<file path="src/rtl/mem_port_arbiter_if.sv">
// Main-memory port bundle: CPU and console requester sides plus the memory side.
// The arbiter takes the slave view; the requesters/memory model take the master view.
interface mem_port_arbiter_if #(
    parameter int ADDR_W = 11,
    parameter int DATA_W = 31
);
    logic              cpu_req;
    logic              cpu_we;
    logic [ADDR_W-1:0] cpu_addr;
    logic [DATA_W-1:0] cpu_wdata;
    logic [DATA_W-1:0] cpu_rdata;
    logic              cpu_finish;

    logic              con_req;
    logic              con_we;
    logic [ADDR_W-1:0] con_addr;
    logic [DATA_W-1:0] con_wdata;
    logic [DATA_W-1:0] con_rdata;
    logic              con_finish;

    logic              mem_req;
    logic              mem_we;
    logic [ADDR_W-1:0] mem_addr;
    logic [DATA_W-1:0] mem_wdata;
    logic [DATA_W-1:0] mem_rdata;
    logic              mem_ack;

    modport slave (
        input  cpu_req, cpu_we, cpu_addr, cpu_wdata,
        output cpu_rdata, cpu_finish,
        input  con_req, con_we, con_addr, con_wdata,
        output con_rdata, con_finish,
        output mem_req, mem_we, mem_addr, mem_wdata,
        input  mem_rdata, mem_ack
    );

    modport master (
        output cpu_req, cpu_we, cpu_addr, cpu_wdata,
        input  cpu_rdata, cpu_finish,
        output con_req, con_we, con_addr, con_wdata,
        input  con_rdata, con_finish,
        input  mem_req, mem_we, mem_addr, mem_wdata,
        output mem_rdata, mem_ack
    );
endinterface

</file>
<file path="src/rtl/mem_port_arbiter.sv">
// Two-requester (CPU / console) arbiter for the single main-memory port.
// Define MEM_ARB_RR_EN for round-robin arbitration; otherwise the CPU has fixed priority.
module mem_port_arbiter #(
    parameter int ADDR_W = 11,
    parameter int DATA_W = 31
) (
    input  logic clk,
    input  logic resetn,
    mem_port_arbiter_if.slave bus,
    output logic owner_con,
    output logic busy,
    output logic ack_err
);

    typedef enum logic [1:0] {
        IDLE = 2'd0,
        WAIT = 2'd1,
        DONE = 2'd2
    } state_t;

    state_t            state_q, state_d;
    logic              we_q, we_d;
    logic [ADDR_W-1:0] addr_q, addr_d;
    logic [DATA_W-1:0] wdata_q, wdata_d;
    logic              owner_q, owner_d;
    logic [DATA_W-1:0] cpu_rdata_q, cpu_rdata_d;
    logic [DATA_W-1:0] con_rdata_q, con_rdata_d;
    logic              ack_err_q, ack_err_d;

    logic any_req;
    logic grant_con;

    assign any_req = bus.cpu_req | bus.con_req;

`ifdef MEM_ARB_RR_EN
    logic pref_con_q, pref_con_d;

    // Contested grant goes to whoever did not own the previous transaction.
    always_comb begin
        grant_con = bus.con_req;
        if (bus.cpu_req && bus.con_req)
            grant_con = pref_con_q;
    end

    // Remember which side should win the next contest.
    always_comb begin
        pref_con_d = pref_con_q;
        if (state_q == IDLE && any_req)
            pref_con_d = ~grant_con;
    end

    // Preference register; the first contest after reset goes to the CPU.
    always_ff @(posedge clk or negedge resetn) begin
        if (!resetn)
            pref_con_q <= 1'b0;
        else
            pref_con_q <= pref_con_d;
    end
`else
    // Fixed priority: the console only wins when the CPU is not asking.
    always_comb begin
        grant_con = ~bus.cpu_req;
    end
`endif

    // Next-state, transaction latch and read-data capture.
    always_comb begin
        state_d     = state_q;
        we_d        = we_q;
        addr_d      = addr_q;
        wdata_d     = wdata_q;
        owner_d     = owner_q;
        cpu_rdata_d = cpu_rdata_q;
        con_rdata_d = con_rdata_q;
        ack_err_d   = ack_err_q;

        if (bus.mem_ack && state_q != WAIT)
            ack_err_d = 1'b1;

        unique case (state_q)
            IDLE: begin
                if (any_req) begin
                    owner_d = grant_con;
                    we_d    = grant_con ? bus.con_we    : bus.cpu_we;
                    addr_d  = grant_con ? bus.con_addr  : bus.cpu_addr;
                    wdata_d = grant_con ? bus.con_wdata : bus.cpu_wdata;
                    state_d = WAIT;
                end
            end
            WAIT: begin
                if (bus.mem_ack) begin
                    if (!we_q) begin
                        if (owner_q)
                            con_rdata_d = bus.mem_rdata;
                        else
                            cpu_rdata_d = bus.mem_rdata;
                    end
                    state_d = DONE;
                end
            end
            DONE: begin
                state_d = IDLE;
            end
            default: begin
                state_d = IDLE;
            end
        endcase
    end

    // State and datapath registers; reset abandons any open transaction.
    always_ff @(posedge clk or negedge resetn) begin
        if (!resetn) begin
            state_q     <= IDLE;
            we_q        <= 1'b0;
            addr_q      <= '0;
            wdata_q     <= '0;
            owner_q     <= 1'b0;
            cpu_rdata_q <= '0;
            con_rdata_q <= '0;
            ack_err_q   <= 1'b0;
        end else begin
            state_q     <= state_d;
            we_q        <= we_d;
            addr_q      <= addr_d;
            wdata_q     <= wdata_d;
            owner_q     <= owner_d;
            cpu_rdata_q <= cpu_rdata_d;
            con_rdata_q <= con_rdata_d;
            ack_err_q   <= ack_err_d;
        end
    end

    assign bus.mem_req    = (state_q == WAIT);
    assign bus.mem_we     = we_q;
    assign bus.mem_addr   = addr_q;
    assign bus.mem_wdata  = wdata_q;
    assign bus.cpu_rdata  = cpu_rdata_q;
    assign bus.con_rdata  = con_rdata_q;
    assign bus.cpu_finish = (state_q == DONE) & ~owner_q;
    assign bus.con_finish = (state_q == DONE) &  owner_q;

    assign owner_con = owner_q;
    assign busy      = (state_q != IDLE);
    assign ack_err   = ack_err_q;

endmodule

</file>
<file path="src/flat_wrapper.sv">
// flat-port wrapper written by rule: the top's interface ports become plain ports
module mem_port_arbiter_flat 
#(
    parameter int ADDR_W = 11,
    parameter int DATA_W = 31
)
  (clk, resetn, owner_con, busy, ack_err, bus_cpu_req, bus_cpu_we, bus_cpu_addr, bus_cpu_wdata, bus_cpu_rdata, bus_cpu_finish, bus_con_req, bus_con_we, bus_con_addr, bus_con_wdata, bus_con_rdata, bus_con_finish, bus_mem_req, bus_mem_we, bus_mem_addr, bus_mem_wdata, bus_mem_rdata, bus_mem_ack);
  mem_port_arbiter_if #(.ADDR_W(ADDR_W), .DATA_W(DATA_W)) bus_i ();
  input  logic clk;
  input  logic resetn;
  output logic owner_con;
  output logic busy;
  output logic ack_err;
  input wire logic [$bits(bus_i.cpu_req)-1:0] bus_cpu_req;
  input wire logic [$bits(bus_i.cpu_we)-1:0] bus_cpu_we;
  input wire logic [$bits(bus_i.cpu_addr)-1:0] bus_cpu_addr;
  input wire logic [$bits(bus_i.cpu_wdata)-1:0] bus_cpu_wdata;
  output wire logic [$bits(bus_i.cpu_rdata)-1:0] bus_cpu_rdata;
  output wire logic [$bits(bus_i.cpu_finish)-1:0] bus_cpu_finish;
  input wire logic [$bits(bus_i.con_req)-1:0] bus_con_req;
  input wire logic [$bits(bus_i.con_we)-1:0] bus_con_we;
  input wire logic [$bits(bus_i.con_addr)-1:0] bus_con_addr;
  input wire logic [$bits(bus_i.con_wdata)-1:0] bus_con_wdata;
  output wire logic [$bits(bus_i.con_rdata)-1:0] bus_con_rdata;
  output wire logic [$bits(bus_i.con_finish)-1:0] bus_con_finish;
  output wire logic [$bits(bus_i.mem_req)-1:0] bus_mem_req;
  output wire logic [$bits(bus_i.mem_we)-1:0] bus_mem_we;
  output wire logic [$bits(bus_i.mem_addr)-1:0] bus_mem_addr;
  output wire logic [$bits(bus_i.mem_wdata)-1:0] bus_mem_wdata;
  input wire logic [$bits(bus_i.mem_rdata)-1:0] bus_mem_rdata;
  input wire logic [$bits(bus_i.mem_ack)-1:0] bus_mem_ack;
  assign bus_i.cpu_req = bus_cpu_req;
  assign bus_i.cpu_we = bus_cpu_we;
  assign bus_i.cpu_addr = bus_cpu_addr;
  assign bus_i.cpu_wdata = bus_cpu_wdata;
  assign bus_cpu_rdata = bus_i.cpu_rdata;
  assign bus_cpu_finish = bus_i.cpu_finish;
  assign bus_i.con_req = bus_con_req;
  assign bus_i.con_we = bus_con_we;
  assign bus_i.con_addr = bus_con_addr;
  assign bus_i.con_wdata = bus_con_wdata;
  assign bus_con_rdata = bus_i.con_rdata;
  assign bus_con_finish = bus_i.con_finish;
  assign bus_mem_req = bus_i.mem_req;
  assign bus_mem_we = bus_i.mem_we;
  assign bus_mem_addr = bus_i.mem_addr;
  assign bus_mem_wdata = bus_i.mem_wdata;
  assign bus_i.mem_rdata = bus_mem_rdata;
  assign bus_i.mem_ack = bus_mem_ack;
  mem_port_arbiter #(.ADDR_W(ADDR_W), .DATA_W(DATA_W)) u_core (.clk(clk), .resetn(resetn), .bus(bus_i), .owner_con(owner_con), .busy(busy), .ack_err(ack_err));
endmodule
</file>
<file path="config.mk">
export PLATFORM = sky130hd
export DESIGN_NAME = mem_port_arbiter_flat
export DESIGN_NICKNAME = d
export VERILOG_FILES = /design/src/rtl/mem_port_arbiter_if.sv /design/src/rtl/mem_port_arbiter.sv /design/src/flat_wrapper.sv
export SDC_FILE = /design/constraint.sdc
export NUM_CORES = 1
export LEC_CHECK = 0
export CORE_MARGIN = 3
export CORE_UTILIZATION = 40
export DETAILED_ROUTE_END_ITERATION = 10
export PLACE_DENSITY = 0.8
export SYNTH_ARGS = -nofsm -noshare
export SYNTH_HDL_FRONTEND = slang
export SYNTH_SLANG_ARGS = --single-unit
</file>
<file path="constraint.sdc">
create_clock -name clk -period 1.85 [get_ports clk]
set_input_delay 0.185 -clock clk [delete_from_list [all_inputs] [get_ports clk]]
set_output_delay 0.185 -clock clk [all_outputs]
set_load 0.005 [all_outputs]
</file>
==> summary.txt <==
Outcome
  • Status: finished, final reports clean

Power
  • Static Leakage: 3.05 nW
  • Max IR drop VDD: ~700 uV
  • Power Density: 1500 nW/um^2

Setup path
  • R2R cell count: 4
  • Type of origin of the critical path: register
  • WP data required: 1.66 ns
  • Flop2flop setup slack: between 0.15 and 0.2 ns
  • R2R Path End: u_core.bus.mem_wdata[8]
  • WS Path Type: reg -> out
  • Worst r2r src: u_core.state_q[1]
  • CP Max Fanout: 5
  • Worst Setup End Kind: output pin
  • Worst path arrival time: 1.57 ns

Finish
  • Area Growth Syn to Fin: 60.5%
  • # fillers: 870
  • Nets: ~650
  • Share of layout cells above drive strength 1: 0.330
  • Final instance area: between 7000 and 8000 sq um
  • Number of diodes: 0

Synth
  • Synth top area share: 0.589
  • Post-Synthesis Cells: ~290
  • Top cells by area, synth: dfrtp_1, mux2_2, buf_6, buf_4, mux2_1
  • Synth area leader: dfrtp_1
  • Synthesized Nets: 409
  • #FFs+latches synth: 109
  • Top-count cell post-synth: mux2_2
  • EDFF count, synth: 0
  • Ys Warns: 0
  • Asr flop ratio synth: 1.00
  • Synthesized cell area: 4630 sq um
  • Seq/Total Area, Yosys: 0.589
  • Distinct cells, synth: 19
  • Post-Syn Area per Cell: about 16 sq um
  • Synth cell count leaders: mux2_2, dfrtp_1, buf_4, buf_6, buf_2
  • Most used flip-flop cell after synthesis: dfrtp_1

Timing
  • RSZ-0062 raised after global routing: no
  • Final Critical Period: 1.76 ns
  • Slew at the pin with the worst max-slew slack: 0.587 ns
  • Clock Skews: 0.0105 ns
  • Setup TNS Final: 0 ns
  • Slew headroom: 0.608
  • Final Hold Viols: 0
  • Fmax: roughly 0.57 GHz
  • Tcrit/Tclk final: 0.949
  • Worst hold slack: 0.0967 ns
  • Max Slew Vio Count: 0
  • Final setup vio count: 0

Global routing
  • First-pass GRT wire length: 18300 um
  • Antenna violations before repair: 0
  • Pin count of the biggest net entering global routing: 110
  • GRT overflow: 0
  • Gr usage total: 0.180
  • Vias in the first global route: 3491

Clock network
  • CTS tree: built
  • TritonCTS Buffers: 9
  • Postcts setup bufs: 0
  • Htree depth: 3
  • Clk root buf: clkbuf_16
  • Worst-case clock buffer depth: 2
  • Clock sink count: 109
  • Latest clock arrival within the worst-skew pair: between 0.3 and 0.4 ns
  • Clock-pin slew on the worst setup and hold paths: 0.07 ns

Place
  • Placer Congestion: 0.750
  • Placed inst area: 7120 sq um
  • IO Port Bufs: between 200 and 250
  • DP HPWL: 8960 um

Die
  • Die footprint: 12900 sq um
  • Die Width: approximately 110 um
  • Die Y: 114 um
  • Core area: between 10000 and 15000 sq um
  • # IOs: roughly 230
  • Initial cell density of the core: 0.418
  • Row Count: 38

Drt
  • Wire per inst: 17.5 um
  • Via density: 4.84
  • Routed vias: about 3200
  • Initial DRC count: 98
  • Drt pass-1 iters: 4
  • DRC viols: 0
  • Detail Route Antenna Nets: 0
  • Routed Wire Length: 11700 um

Min path
  • Hold Path End: u_core.owner_con
  • Hold crit path type: in -> reg
  • Hold Path Origin: bus_cpu_req
  • Hold Crit Depth: 2

Run
  • Max cap viols: 0
-- layer usage --
layer	vias to the layer above	GRT usage	part of all wire
met5	-	0	0
met4	0	0.0545	0.016
met3	12	0.0552	0.090
met2	129	0.320	0.52
met1	1582	0.207	0.38
li1	1502	-	-
-- critical path, stage by stage (launching register included) --
cell	delay (ns)
dfrtp_1	0.41
or2b_1	0.26
inv_1	0.06
clkdlybuf4s50_1	0.51
-- final cells by class --
class | instances | area (sq um) | area share
Clock inverter | 6 | 71.3 | 0.00960
Multi-Input combinational cell | 160 | 1760 | 0.237
Tap cell | 140 | 175 | 0.0236
Clock buffer | 9 | 225 | 0.0303
Inverter | 2 | 7.51 | 0.00101
Sequential cell | 109 | 2730 | 0.367
Timing Repair Buffer | 241 | 2460 | 0.331
-- sequential cells by signal, indices dropped and copies added (netlist names) --
signal                count
u_core.bus.mem_we         1
u_core.bus.con_rdata     31
u_core.bus.cpu_rdata     31
u_core.bus.mem_wdata     31
u_core.state_q            2
u_core.ack_err            1
u_core.owner_con          1
u_core.bus.mem_addr      11
-- how the worst max path moves through the flow --
| stage | start | endpoint | cells after the start |
|---|---|---|---|
| 2_1_floorplan | u_core.state_q[1] | u_core.bus.cpu_rdata[0] | 4 |
| 3_3_place_gp | bus_mem_ack | u_core.bus.cpu_rdata[12] | 5 |
| 3_5_place_dp | bus_mem_ack | u_core.bus.cpu_rdata[8] | 5 |
| 4_1_cts | u_core.state_q[1] | bus_mem_req | 3 |
| 5_1_grt | u_core.state_q[1] | bus_mem_req | 3 |
| 6_report | u_core.state_q[1] | bus_mem_req | 3 |
-- repair_timing --
action	CTS	global route
endpoints found under the hold margin	109	0
hold buffers	1	0
gates resized for setup	0	0
-- cell families (layout without fill, tap and decap cells) --
kind of cell    Yosys count  count (layout)  share of synthesized area
flops                   109             109                      0.589
buf+inv                  18             258                     0.0300
mux                     148             148                      0.360
compound gates            5               5                    0.00703
simple gates              7               7                     0.0138
-- cell usage in the layout (no fill, tap or decap) --
master             n
clkinvlp_4         2
mux2_2           146
buf_2              1
a21oi_1            2
inv_1              2
or2b_1             1
clkdlybuf4s50_1  230
bufinv_16          1
o21a_2             1
a21o_1             1
buf_12             6
dlygate4sd3_1      1
nand3b_1           1
dfrtp_1          109
clkinv_4           1
buf_4              3
nor3b_1            1
inv_6              2
nor3b_4            1
o21bai_1           1
mux2_1             2
and3b_1            1
clkbuf_16          9
and3b_2            1
nor2_1             1
-- through the flow --
stage          utilization  total power (W)  std cells  setup slack [ns]
5_1_grt              0.671           0.0118        667            0.0336
3_5_place_dp         0.643          0.00938        651           0.00332
2_1_floorplan            -          0.00611        287             0.336
6_report             0.671           0.0111        667            0.0947
3_3_place_gp         0.643          0.00922        651            0.0502
4_1_cts              0.671           0.0113        667            0.0692
-- power breakdown --
part | internal [W] | leakage, nW | total, W | switching [W]
Sequential | 0.00358 | 1.30 | 0.00422 | 0.000640
Clock | 0.00105 | 0.139 | 0.00189 | 0.000840
Combinational | 0.00354 | 1.62 | 0.00503 | 0.00149
Total | 0.00817 | 3.05 | 0.0111 | 0.00297
Power figures use the tool's default switching activity.
